===== config.mk =====
export PLATFORM = sky130hd
export DESIGN_NAME = dma_memc_stream_arb_flat
export DESIGN_NICKNAME = d
export VERILOG_FILES = /design/src/rtl/dma_memc_stream_arb_pkg.sv /design/src/rtl/dma_memc_stream_arb_if.sv /design/src/rtl/dma_memc_tag_fifo.sv /design/src/rtl/dma_memc_stream_arb.sv /design/src/flat_wrapper.sv
export SDC_FILE = /design/constraint.sdc
export NUM_CORES = 1
export LEC_CHECK = 0
export ABC_AREA = 1
export CELL_PAD_IN_SITES_DETAIL_PLACEMENT = 0
export CELL_PAD_IN_SITES_GLOBAL_PLACEMENT = 2
export CORE_UTILIZATION = 16
export DETAILED_ROUTE_END_ITERATION = 10
export GPL_TIMING_DRIVEN = 0
export PLACE_DENSITY = 0.91
export SYNTH_ARGS = -nofsm -noshare
export SYNTH_HDL_FRONTEND = slang
export SYNTH_SLANG_ARGS = --single-unit

===== constraint.sdc =====
create_clock -name clk -period 7.98 [get_ports clk]
set_input_delay 1.596 -clock clk [delete_from_list [all_inputs] [get_ports clk]]
set_output_delay 1.596 -clock clk [all_outputs]
set_load 0.02 [all_outputs]

===== src/rtl/dma_memc_stream_arb_pkg.sv =====
// Shared types for the multi-stream DMA-to-memory-controller arbiter.
// Stream ids are sized for the largest supported lane so every instance shares one type.
package dma_memc_arb_pkg;

   localparam int MAX_STREAMS = 8;

   typedef logic [$clog2(MAX_STREAMS)-1:0] stream_id_t;

   typedef enum logic {
      OP_WR = 1'b0,
      OP_RD = 1'b1
   } op_sel_e;

   // (base + off) mod n, valid for base < n and off <= n
   function automatic stream_id_t rr_next(stream_id_t base, int unsigned off, int unsigned n);
      int unsigned sum;
      sum = 32'(base) + off;
      if (sum >= n) sum = sum - n;
      return stream_id_t'(sum);
   endfunction

endpackage


===== src/rtl/dma_memc_stream_arb_if.sv =====
// DMA-stream and memory-controller signals of one lane; slave = arbiter, master = environment.
interface dma_memc_stream_arb_if #(
   parameter int NUM_STREAMS = 2,
   parameter int ADDR_W      = 24,
   parameter int DATA_W      = 32,
   parameter int MAX_OUTST   = 4
);
   localparam int CNT_W = $clog2(MAX_OUTST) + 1;

   logic [NUM_STREAMS-1:0]        dma__memc__write_valid;
   logic [NUM_STREAMS*ADDR_W-1:0] dma__memc__write_address;
   logic [NUM_STREAMS*DATA_W-1:0] dma__memc__write_data;
   logic [NUM_STREAMS-1:0]        memc__dma__write_ready;
   logic [NUM_STREAMS-1:0]        dma__memc__read_valid;
   logic [NUM_STREAMS*ADDR_W-1:0] dma__memc__read_address;
   logic [NUM_STREAMS-1:0]        dma__memc__read_pause;
   logic [NUM_STREAMS-1:0]        memc__dma__read_ready;
   logic [NUM_STREAMS-1:0]        memc__dma__read_data_valid;
   logic [DATA_W-1:0]             memc__dma__read_data;
   logic                          arb__mem__valid;
   logic                          arb__mem__write;
   logic [ADDR_W-1:0]             arb__mem__address;
   logic [DATA_W-1:0]             arb__mem__wdata;
   logic                          mem__arb__ready;
   logic                          mem__arb__rdata_valid;
   logic [DATA_W-1:0]             mem__arb__rdata;
   logic [CNT_W-1:0]              arb__outstanding;
   logic                          arb__err_unexp_rdata;

   modport slave (
      input  dma__memc__write_valid, dma__memc__write_address, dma__memc__write_data,
      input  dma__memc__read_valid, dma__memc__read_address, dma__memc__read_pause,
      input  mem__arb__ready, mem__arb__rdata_valid, mem__arb__rdata,
      output memc__dma__write_ready, memc__dma__read_ready,
      output memc__dma__read_data_valid, memc__dma__read_data,
      output arb__mem__valid, arb__mem__write, arb__mem__address, arb__mem__wdata,
      output arb__outstanding, arb__err_unexp_rdata
   );

   modport master (
      output dma__memc__write_valid, dma__memc__write_address, dma__memc__write_data,
      output dma__memc__read_valid, dma__memc__read_address, dma__memc__read_pause,
      output mem__arb__ready, mem__arb__rdata_valid, mem__arb__rdata,
      input  memc__dma__write_ready, memc__dma__read_ready,
      input  memc__dma__read_data_valid, memc__dma__read_data,
      input  arb__mem__valid, arb__mem__write, arb__mem__address, arb__mem__wdata,
      input  arb__outstanding, arb__err_unexp_rdata
   );

endinterface


===== src/rtl/dma_memc_tag_fifo.sv =====
// In-order FIFO of issuing stream ids for reads in flight; reset flushes every entry.
// Count, full and empty are registered; a same-cycle pop never frees a slot for a push.
module dma_memc_tag_fifo
   import dma_memc_arb_pkg::*;
#(
   parameter int DEPTH = 4,
   parameter int CNT_W = $clog2(DEPTH) + 1
) (
   input  logic             clk,
   input  logic             reset_poweron,
   input  logic             i_push,
   input  stream_id_t       i_push_id,
   input  logic             i_pop,
   output stream_id_t       o_head,
   output logic [CNT_W-1:0] o_count,
   output logic             o_full,
   output logic             o_empty
);
   localparam int PTR_W = $clog2(DEPTH);

   stream_id_t       r_mem [DEPTH];
   logic [PTR_W-1:0] r_wp;
   logic [PTR_W-1:0] r_rp;
   logic [CNT_W-1:0] r_count;
   logic             w_push;
   logic             w_pop;

   assign w_push = i_push & ~o_full;
   assign w_pop  = i_pop & ~o_empty;

   always_ff @(posedge clk) begin
      if (reset_poweron) begin
         r_wp    <= '0;
         r_rp    <= '0;
         r_count <= '0;
      end else begin
         if (w_push) r_wp <= r_wp + PTR_W'(1);
         if (w_pop)  r_rp <= r_rp + PTR_W'(1);
         r_count <= r_count + CNT_W'(w_push) - CNT_W'(w_pop);
      end
   end

   always_ff @(posedge clk) begin
      if (w_push) r_mem[r_wp] <= i_push_id;
   end

   assign o_head  = r_mem[r_rp];
   assign o_count = r_count;
   assign o_full  = (r_count == CNT_W'(DEPTH));
   assign o_empty = (r_count == '0);

endmodule


===== src/rtl/dma_memc_stream_arb.sv =====
// Round-robin arbiter of NUM_STREAMS DMA streams onto one memory port, zero-latency requests;
// read returns are steered to the issuing stream one cycle later and are never stalled.
module dma_memc_stream_arb
   import dma_memc_arb_pkg::*;
#(
   parameter int NUM_STREAMS = 2,
   parameter int ADDR_W      = 24,
   parameter int DATA_W      = 32,
   parameter int MAX_OUTST   = 4
) (
   input  logic                 clk,
   input  logic                 reset_poweron,
   dma_memc_stream_arb_if.slave bus
);
   localparam int CNT_W = $clog2(MAX_OUTST) + 1;

   logic [NUM_STREAMS-1:0] w_wr_el, w_rd_el, w_any;
   logic [NUM_STREAMS-1:0] w_wr_rdy, w_rd_rdy;
   logic                   w_fifo_full, w_fifo_empty;
   logic [CNT_W-1:0]       w_fifo_count;
   stream_id_t             w_head;
   logic                   w_found;
   stream_id_t             w_win;
   logic                   w_sel_wr, w_sel_rd, w_sel_prio;
   logic [ADDR_W-1:0]      w_sel_waddr, w_sel_raddr;
   logic [DATA_W-1:0]      w_sel_wdata;
   op_sel_e                w_op;
   logic                   w_req, w_hs, w_push, w_pop;

   stream_id_t             r_ptr;
   logic [NUM_STREAMS-1:0] r_wr_prio;
   logic [NUM_STREAMS-1:0] r_rd_vld;
   logic [DATA_W-1:0]      r_rd_data;
   logic                   r_err;

   // full is the registered count, so a pop this cycle does not re-open issue until next cycle
   assign w_wr_el = bus.dma__memc__write_valid;
   assign w_rd_el = bus.dma__memc__read_valid & ~bus.dma__memc__read_pause
                  & {NUM_STREAMS{~w_fifo_full}};
   assign w_any   = w_wr_el | w_rd_el;

   always_comb begin
      w_found = 1'b0;
      w_win   = '0;
      for (int i = 0; i < NUM_STREAMS; i++) begin
         for (int s = 0; s < NUM_STREAMS; s++) begin
            if (!w_found && w_any[s] && rr_next(r_ptr, i, NUM_STREAMS) == stream_id_t'(s)) begin
               w_found = 1'b1;
               w_win   = stream_id_t'(s);
            end
         end
      end
   end

   always_comb begin
      w_sel_wr    = 1'b0;
      w_sel_rd    = 1'b0;
      w_sel_prio  = 1'b0;
      w_sel_waddr = '0;
      w_sel_raddr = '0;
      w_sel_wdata = '0;
      for (int s = 0; s < NUM_STREAMS; s++) begin
         if (w_win == stream_id_t'(s)) begin
            w_sel_wr    = w_wr_el[s];
            w_sel_rd    = w_rd_el[s];
            w_sel_prio  = r_wr_prio[s];
            w_sel_waddr = bus.dma__memc__write_address[s*ADDR_W +: ADDR_W];
            w_sel_raddr = bus.dma__memc__read_address[s*ADDR_W +: ADDR_W];
            w_sel_wdata = bus.dma__memc__write_data[s*DATA_W +: DATA_W];
         end
      end
   end

   assign w_op   = (w_sel_wr && (!w_sel_rd || w_sel_prio)) ? OP_WR : OP_RD;
   assign w_req  = w_found & ~reset_poweron;
   assign w_hs   = w_req & bus.mem__arb__ready;
   assign w_push = w_hs & (w_op == OP_RD);
   assign w_pop  = bus.mem__arb__rdata_valid & ~w_fifo_empty;

   always_comb begin
      w_wr_rdy = '0;
      w_rd_rdy = '0;
      for (int s = 0; s < NUM_STREAMS; s++) begin
         w_wr_rdy[s] = w_hs && (w_op == OP_WR) && (w_win == stream_id_t'(s));
         w_rd_rdy[s] = w_hs && (w_op == OP_RD) && (w_win == stream_id_t'(s));
      end
   end

   always_ff @(posedge clk) begin
      if (reset_poweron) begin
         r_ptr     <= '0;
         r_wr_prio <= '1;
         r_rd_vld  <= '0;
         r_rd_data <= '0;
         r_err     <= 1'b0;
      end else begin
         if (w_hs) begin
            r_ptr <= rr_next(w_win, 1, NUM_STREAMS);
            for (int s = 0; s < NUM_STREAMS; s++) begin
               if (w_sel_wr && w_sel_rd && w_win == stream_id_t'(s))
                  r_wr_prio[s] <= ~r_wr_prio[s];
            end
         end
         for (int s = 0; s < NUM_STREAMS; s++)
            r_rd_vld[s] <= w_pop && (w_head == stream_id_t'(s));
         if (w_pop) r_rd_data <= bus.mem__arb__rdata;
         if (bus.mem__arb__rdata_valid && w_fifo_empty) r_err <= 1'b1;
      end
   end

   dma_memc_tag_fifo #(
      .DEPTH (MAX_OUTST),
      .CNT_W (CNT_W)
   ) u_tag_fifo (
      .clk           (clk),
      .reset_poweron (reset_poweron),
      .i_push        (w_push),
      .i_push_id     (w_win),
      .i_pop         (w_pop),
      .o_head        (w_head),
      .o_count       (w_fifo_count),
      .o_full        (w_fifo_full),
      .o_empty       (w_fifo_empty)
   );

   assign bus.memc__dma__write_ready     = w_wr_rdy;
   assign bus.memc__dma__read_ready      = w_rd_rdy;
   assign bus.memc__dma__read_data_valid = r_rd_vld;
   assign bus.memc__dma__read_data       = r_rd_data;
   assign bus.arb__mem__valid            = w_req;
   assign bus.arb__mem__write            = w_req && (w_op == OP_WR);
   assign bus.arb__mem__address          = !w_req ? '0 : ((w_op == OP_WR) ? w_sel_waddr : w_sel_raddr);
   assign bus.arb__mem__wdata            = (w_req && w_op == OP_WR) ? w_sel_wdata : '0;
   assign bus.arb__outstanding           = w_fifo_count;
   assign bus.arb__err_unexp_rdata       = r_err;

endmodule


===== src/flat_wrapper.sv =====
// flat-port wrapper written by rule: the top's interface ports become plain ports
module dma_memc_stream_arb_flat import dma_memc_arb_pkg::*;
#(
   parameter int NUM_STREAMS = 2,
   parameter int ADDR_W      = 24,
   parameter int DATA_W      = 32,
   parameter int MAX_OUTST   = 4
)
  (clk, reset_poweron, bus_dma__memc__write_valid, bus_dma__memc__write_address, bus_dma__memc__write_data, bus_dma__memc__read_valid, bus_dma__memc__read_address, bus_dma__memc__read_pause, bus_mem__arb__ready, bus_mem__arb__rdata_valid, bus_mem__arb__rdata, bus_memc__dma__write_ready, bus_memc__dma__read_ready, bus_memc__dma__read_data_valid, bus_memc__dma__read_data, bus_arb__mem__valid, bus_arb__mem__write, bus_arb__mem__address, bus_arb__mem__wdata, bus_arb__outstanding, bus_arb__err_unexp_rdata);
  dma_memc_stream_arb_if #(.NUM_STREAMS(NUM_STREAMS), .ADDR_W(ADDR_W), .DATA_W(DATA_W), .MAX_OUTST(MAX_OUTST)) bus_i ();
  input  logic clk;
  input  logic reset_poweron;
  input wire logic [$bits(bus_i.dma__memc__write_valid)-1:0] bus_dma__memc__write_valid;
  input wire logic [$bits(bus_i.dma__memc__write_address)-1:0] bus_dma__memc__write_address;
  input wire logic [$bits(bus_i.dma__memc__write_data)-1:0] bus_dma__memc__write_data;
  input wire logic [$bits(bus_i.dma__memc__read_valid)-1:0] bus_dma__memc__read_valid;
  input wire logic [$bits(bus_i.dma__memc__read_address)-1:0] bus_dma__memc__read_address;
  input wire logic [$bits(bus_i.dma__memc__read_pause)-1:0] bus_dma__memc__read_pause;
  input wire logic [$bits(bus_i.mem__arb__ready)-1:0] bus_mem__arb__ready;
  input wire logic [$bits(bus_i.mem__arb__rdata_valid)-1:0] bus_mem__arb__rdata_valid;
  input wire logic [$bits(bus_i.mem__arb__rdata)-1:0] bus_mem__arb__rdata;
  output wire logic [$bits(bus_i.memc__dma__write_ready)-1:0] bus_memc__dma__write_ready;
  output wire logic [$bits(bus_i.memc__dma__read_ready)-1:0] bus_memc__dma__read_ready;
  output wire logic [$bits(bus_i.memc__dma__read_data_valid)-1:0] bus_memc__dma__read_data_valid;
  output wire logic [$bits(bus_i.memc__dma__read_data)-1:0] bus_memc__dma__read_data;
  output wire logic [$bits(bus_i.arb__mem__valid)-1:0] bus_arb__mem__valid;
  output wire logic [$bits(bus_i.arb__mem__write)-1:0] bus_arb__mem__write;
  output wire logic [$bits(bus_i.arb__mem__address)-1:0] bus_arb__mem__address;
  output wire logic [$bits(bus_i.arb__mem__wdata)-1:0] bus_arb__mem__wdata;
  output wire logic [$bits(bus_i.arb__outstanding)-1:0] bus_arb__outstanding;
  output wire logic [$bits(bus_i.arb__err_unexp_rdata)-1:0] bus_arb__err_unexp_rdata;
  assign bus_i.dma__memc__write_valid = bus_dma__memc__write_valid;
  assign bus_i.dma__memc__write_address = bus_dma__memc__write_address;
  assign bus_i.dma__memc__write_data = bus_dma__memc__write_data;
  assign bus_i.dma__memc__read_valid = bus_dma__memc__read_valid;
  assign bus_i.dma__memc__read_address = bus_dma__memc__read_address;
  assign bus_i.dma__memc__read_pause = bus_dma__memc__read_pause;
  assign bus_i.mem__arb__ready = bus_mem__arb__ready;
  assign bus_i.mem__arb__rdata_valid = bus_mem__arb__rdata_valid;
  assign bus_i.mem__arb__rdata = bus_mem__arb__rdata;
  assign bus_memc__dma__write_ready = bus_i.memc__dma__write_ready;
  assign bus_memc__dma__read_ready = bus_i.memc__dma__read_ready;
  assign bus_memc__dma__read_data_valid = bus_i.memc__dma__read_data_valid;
  assign bus_memc__dma__read_data = bus_i.memc__dma__read_data;
  assign bus_arb__mem__valid = bus_i.arb__mem__valid;
  assign bus_arb__mem__write = bus_i.arb__mem__write;
  assign bus_arb__mem__address = bus_i.arb__mem__address;
  assign bus_arb__mem__wdata = bus_i.arb__mem__wdata;
  assign bus_arb__outstanding = bus_i.arb__outstanding;
  assign bus_arb__err_unexp_rdata = bus_i.arb__err_unexp_rdata;
  dma_memc_stream_arb #(.NUM_STREAMS(NUM_STREAMS), .ADDR_W(ADDR_W), .DATA_W(DATA_W), .MAX_OUTST(MAX_OUTST)) u_core (.clk(clk), .reset_poweron(reset_poweron), .bus(bus_i));
endmodule

==> run metrics <==
status=finished clean; vias per inst=about 4.0; buffer and inverter count on the worst path=5; maximum count of clock buffers along a single path=2; path class of the lowest-slack min-delay path=reg -> reg; worst slew margin relative to its limit=0.5964; antenna-violating nets left=0; average footprint of a synthesized cell=between 5 and 6 um2; final hold violation count=0; layout filler cell count=between 2000 and 2500; Hold WS=0.4456 ns; Area contributors post-synth=sky130_fd_sc_hd__dfxtp_1, sky130_fd_sc_hd__nand2_1, sky130_fd_sc_hd__nor2_1, sky130_fd_sc_hd__a21oi_2, sky130_fd_sc_hd__o21ai_0; Synth Warn #=0; Initial DRT Pass Iterations=4; clk_lat worst skew=0.29 ns; endpoint of the lowest-slack register-to-register path=u_core.u_tag_fifo.o_count[2]$_SDFF_PP0_; number of antenna repair diodes=0; post-synthesis sequential area ratio=0.2902; minimum clock period after layout=around 6 ns; Post-synth top cells=sky130_fd_sc_hd__nand2_1, sky130_fd_sc_hd__nor2_1, sky130_fd_sc_hd__o21ai_0; async set-reset flop share out of synthesis=0; library cell with the largest summed area after synthesis=sky130_fd_sc_hd__dfxtp_1; Initial DRC Count=197; arrival time at the worst endpoint=4.43 ns; category of the most critical setup path=in -> out; total track usage=0.1347; Boundary Pins=between 300 and 400; Worst VDD drop=approximately 0.000083 V; upper clock frequency limit=0.1661 GHz; Final setup violation count=0; slack of the worst reg-to-reg path=around 5.1 ns; total wire length=16260 um; layout net count=1135; quantity of hold-fixing buffers added after cts=0; MaxCap Viol Count=0; most common cell type on the critical path=sky130_fd_sc_hd__nand2_2; fin util=0.3240; DRC violations left=0; worst-margin pin slew=between 0.6 and 0.7 ns; power density of the placed cells=about 200 mW/mm2; Buffers on Ports=approximately 300; Leakage=between 2 and 3 nW; Worst Hold Depth=2; worst-path cell chain=clkdlybuf4s50_1 > inv_1 > nor2_1 > nand2_2 > nand2_2 > nand3_2 > nand2_2 > buf_6 > clkbuf_1 > nand2_1 > nand2_1 > o21ai_0 > nor2_1 > clkdlybuf4s50_1; synth unique cells=30; origin of the worst min-delay path=u_core.bus.arb__err_unexp_rdata$_SDFFE_PP0P_; Worst setup EP type=primary output; number of buffers inserted during clock tree synthesis=5; die outline area=roughly 0.023 mm2; number of cells traversed by the worst register-to-register path=20; Area growth syn-to-layout=95.82%; Hold Path Sink=u_core.bus.arb__err_unexp_rdata$_SDFFE_PP0P_; Yosys top cell area share=0.2574; total number of H-tree levels=2; final setup skew=0.006778 ns; Vias=4802; setup repair after global routing missed its margin=false; Post-CTS Repair Setup Buffers=0; post-cts gate resize count=0; flip-flop cell with the highest count after synthesis=sky130_fd_sc_hd__dfxtp_1; share of the clock period used by the worst path=0.7546; number of antenna violations at the first check in global routing=0; Die X-Extent=between 150 and 200 um; maximum fanout count along the critical path=10; most frequent cell after synthesis=sky130_fd_sc_hd__nand2_1; effective utilization at floorplan=0.1655; slowest stage cell, crit path=sky130_fd_sc_hd__clkdlybuf4s50_1; TritonCTS clock tree=yes; net count after synthesis=827; final-layout setup total negative slack=0 ns; standard cell core area=0.02209 mm2; share of post-route cells with drive strength above 1=0.07343; number of enable flip-flop cells after synthesis=4; summed instance area of the synthesized netlist=approximately 0.0037 mm2; root buf cell=sky130_fd_sc_hd__clkbuf_16; critical path's top delay family=buffers and inverters; number of sinks on the clock net=51; count of mapped cells out of synthesis=617; Seq cells post-synth=slightly above 50; number of placement rows=54; vias in the first global route=4665; Worst EP required=~6.4 ns; overall die height=about 150 um; post-CTS clock slew at the launch and capture registers of the worst setup and hold paths=about 0.070 ns; max-slew violations=0; average wire per cell in the routed design=approximately 13 um; overall overflow remaining after global route=0; Worst setup SP type=primary input; maximum number of pins on one net before global-route repair=16; number of logic stages on the critical path including buffering=14; slowest cell delay on critical path=just over 0.6 ns; first-pass GRT wire length=around 25000 um; final weighted congestion in routability-driven placement=~0.78; worst reg2reg path startpoint=u_core.u_tag_fifo.o_count[1]$_SDFF_PP0_; post-DP HPWL=roughly 13000 um
-- report_power, final --
group | switching [mW] | internal [mW] | leakage [nW] | total [mW]
registers | 0.0420 | 0.333 | 0.424 | 0.375
logic | 0.441 | 0.376 | 2.48 | 0.817
clock network | 0.0931 | 0.116 | 0.0712 | 0.209
-- worst max-delay path by stage --
stage	slack, ns	from	end
2_1_floorplan	3.32	bus_dma__memc__read_valid[1]	bus_arb__mem__address[10]
3_3_place_gp	1.93	bus_dma__memc__read_valid[1]	bus_arb__mem__address[10]
3_5_place_dp	1.94	bus_dma__memc__read_valid[1]	bus_arb__mem__address[10]
4_1_cts	1.92	bus_dma__memc__read_valid[1]	bus_arb__mem__address[10]
5_1_grt	1.71	bus_dma__memc__read_valid[1]	bus_arb__mem__address[10]
6_report	1.96	bus_dma__memc__read_valid[1]	bus_arb__mem__address[10]
-- routing by layer --
metal / share of wire / global-route usage
met1: 0.43 / 0.1615
met2: 0.47 / 0.2377
met3: 0.084 / 0.03686
met4: 0.013 / 0.02982
met5: 0 / 0
-- flip-flops by register name, summed over array words and instances (netlist names), named ones only --
register                               cells
u_core.r_wr_prio                           2
u_core.u_tag_fifo.r_wp                     2
u_core.u_tag_fifo.r_rp                     2
u_core.bus.arb__err_unexp_rdata            1
u_core.bus.memc__dma__read_data           32
u_core.u_tag_fifo.r_mem                    4
u_core.u_tag_fifo.o_count                  3
u_core.r_ptr                               1
u_core.bus.memc__dma__read_data_valid      2
-- worst reg2reg max path, delay by kind of cell, from the launching register on --
kind	cells	cell delay [ns]
simple gates	10	0.92
fa+ha+maj	3	0.71
buf+inv	5	0.51
flops	1	0.47
compound gates	2	0.20
-- layout make-up --
cell class	instances	area [um2]	area share
timing repair buffer	301	3013	0.4208
sequential	51	1061	0.1482
clock buffer	6	128.9	0.01800
tap	280	350.3	0.04893
inverter	32	120.1	0.01678
clock inverter	2	11.26	0.001573
buffer	39	211.5	0.02954
multi-input combinational	495	2263	0.3161
-- layout by cell type (no fill, tap or decap), types with 2 or more instances in the layout --
master	Yosys	final
sky130_fd_sc_hd__a21oi_1	9	9
sky130_fd_sc_hd__a21oi_2	31	31
sky130_fd_sc_hd__buf_2	7	7
sky130_fd_sc_hd__buf_4	2	2
sky130_fd_sc_hd__buf_6	5	5
sky130_fd_sc_hd__clkbuf_1	23	24
sky130_fd_sc_hd__clkbuf_16	0	5
sky130_fd_sc_hd__clkdlybuf4s50_1	0	301
sky130_fd_sc_hd__dfxtp_1	47	47
sky130_fd_sc_hd__edfxtp_1	4	4
sky130_fd_sc_hd__ha_1	7	7
sky130_fd_sc_hd__inv_1	29	29
sky130_fd_sc_hd__inv_2	3	3
sky130_fd_sc_hd__nand2_1	233	233
sky130_fd_sc_hd__nand2_2	6	6
sky130_fd_sc_hd__nand2_4	2	2
sky130_fd_sc_hd__nand3_1	7	7
sky130_fd_sc_hd__nand3b_1	2	2
sky130_fd_sc_hd__nor2_1	129	129
sky130_fd_sc_hd__nor2_4	2	2
sky130_fd_sc_hd__o21ai_0	49	49
sky130_fd_sc_hd__o21ai_1	10	10
-- through the flow --
step / total power, mW / instance area [um2] / setup WS [ns] / cells
floorplan: 0.8099 / 3656 / 3.320 / 617
global placement: 1.205 / 7019 / 1.926 / 1198
detailed placement: 1.208 / 7019 / 1.941 / 1198
CTS: 1.423 / 7159 / 1.919 / 1206
global route: 1.514 / 7159 / 1.706 / 1206
finish: 1.401 / 7159 / 1.958 / 1206
-- logic make-up (layout without fill, tap and decap cells) --
family	count (synthesis)	count (layout)	share of synthesized area
and+or+nand+nor	385	385	0.4155
AOI/OAI and AO/OA	101	101	0.1718
buffers and inverters	71	380	0.09068
DFF	51	51	0.2902
adders and majority gates	8	8	0.02943
xor gates and xnor gates	1	1	0.002396
(Power assumes the default switching activity.)
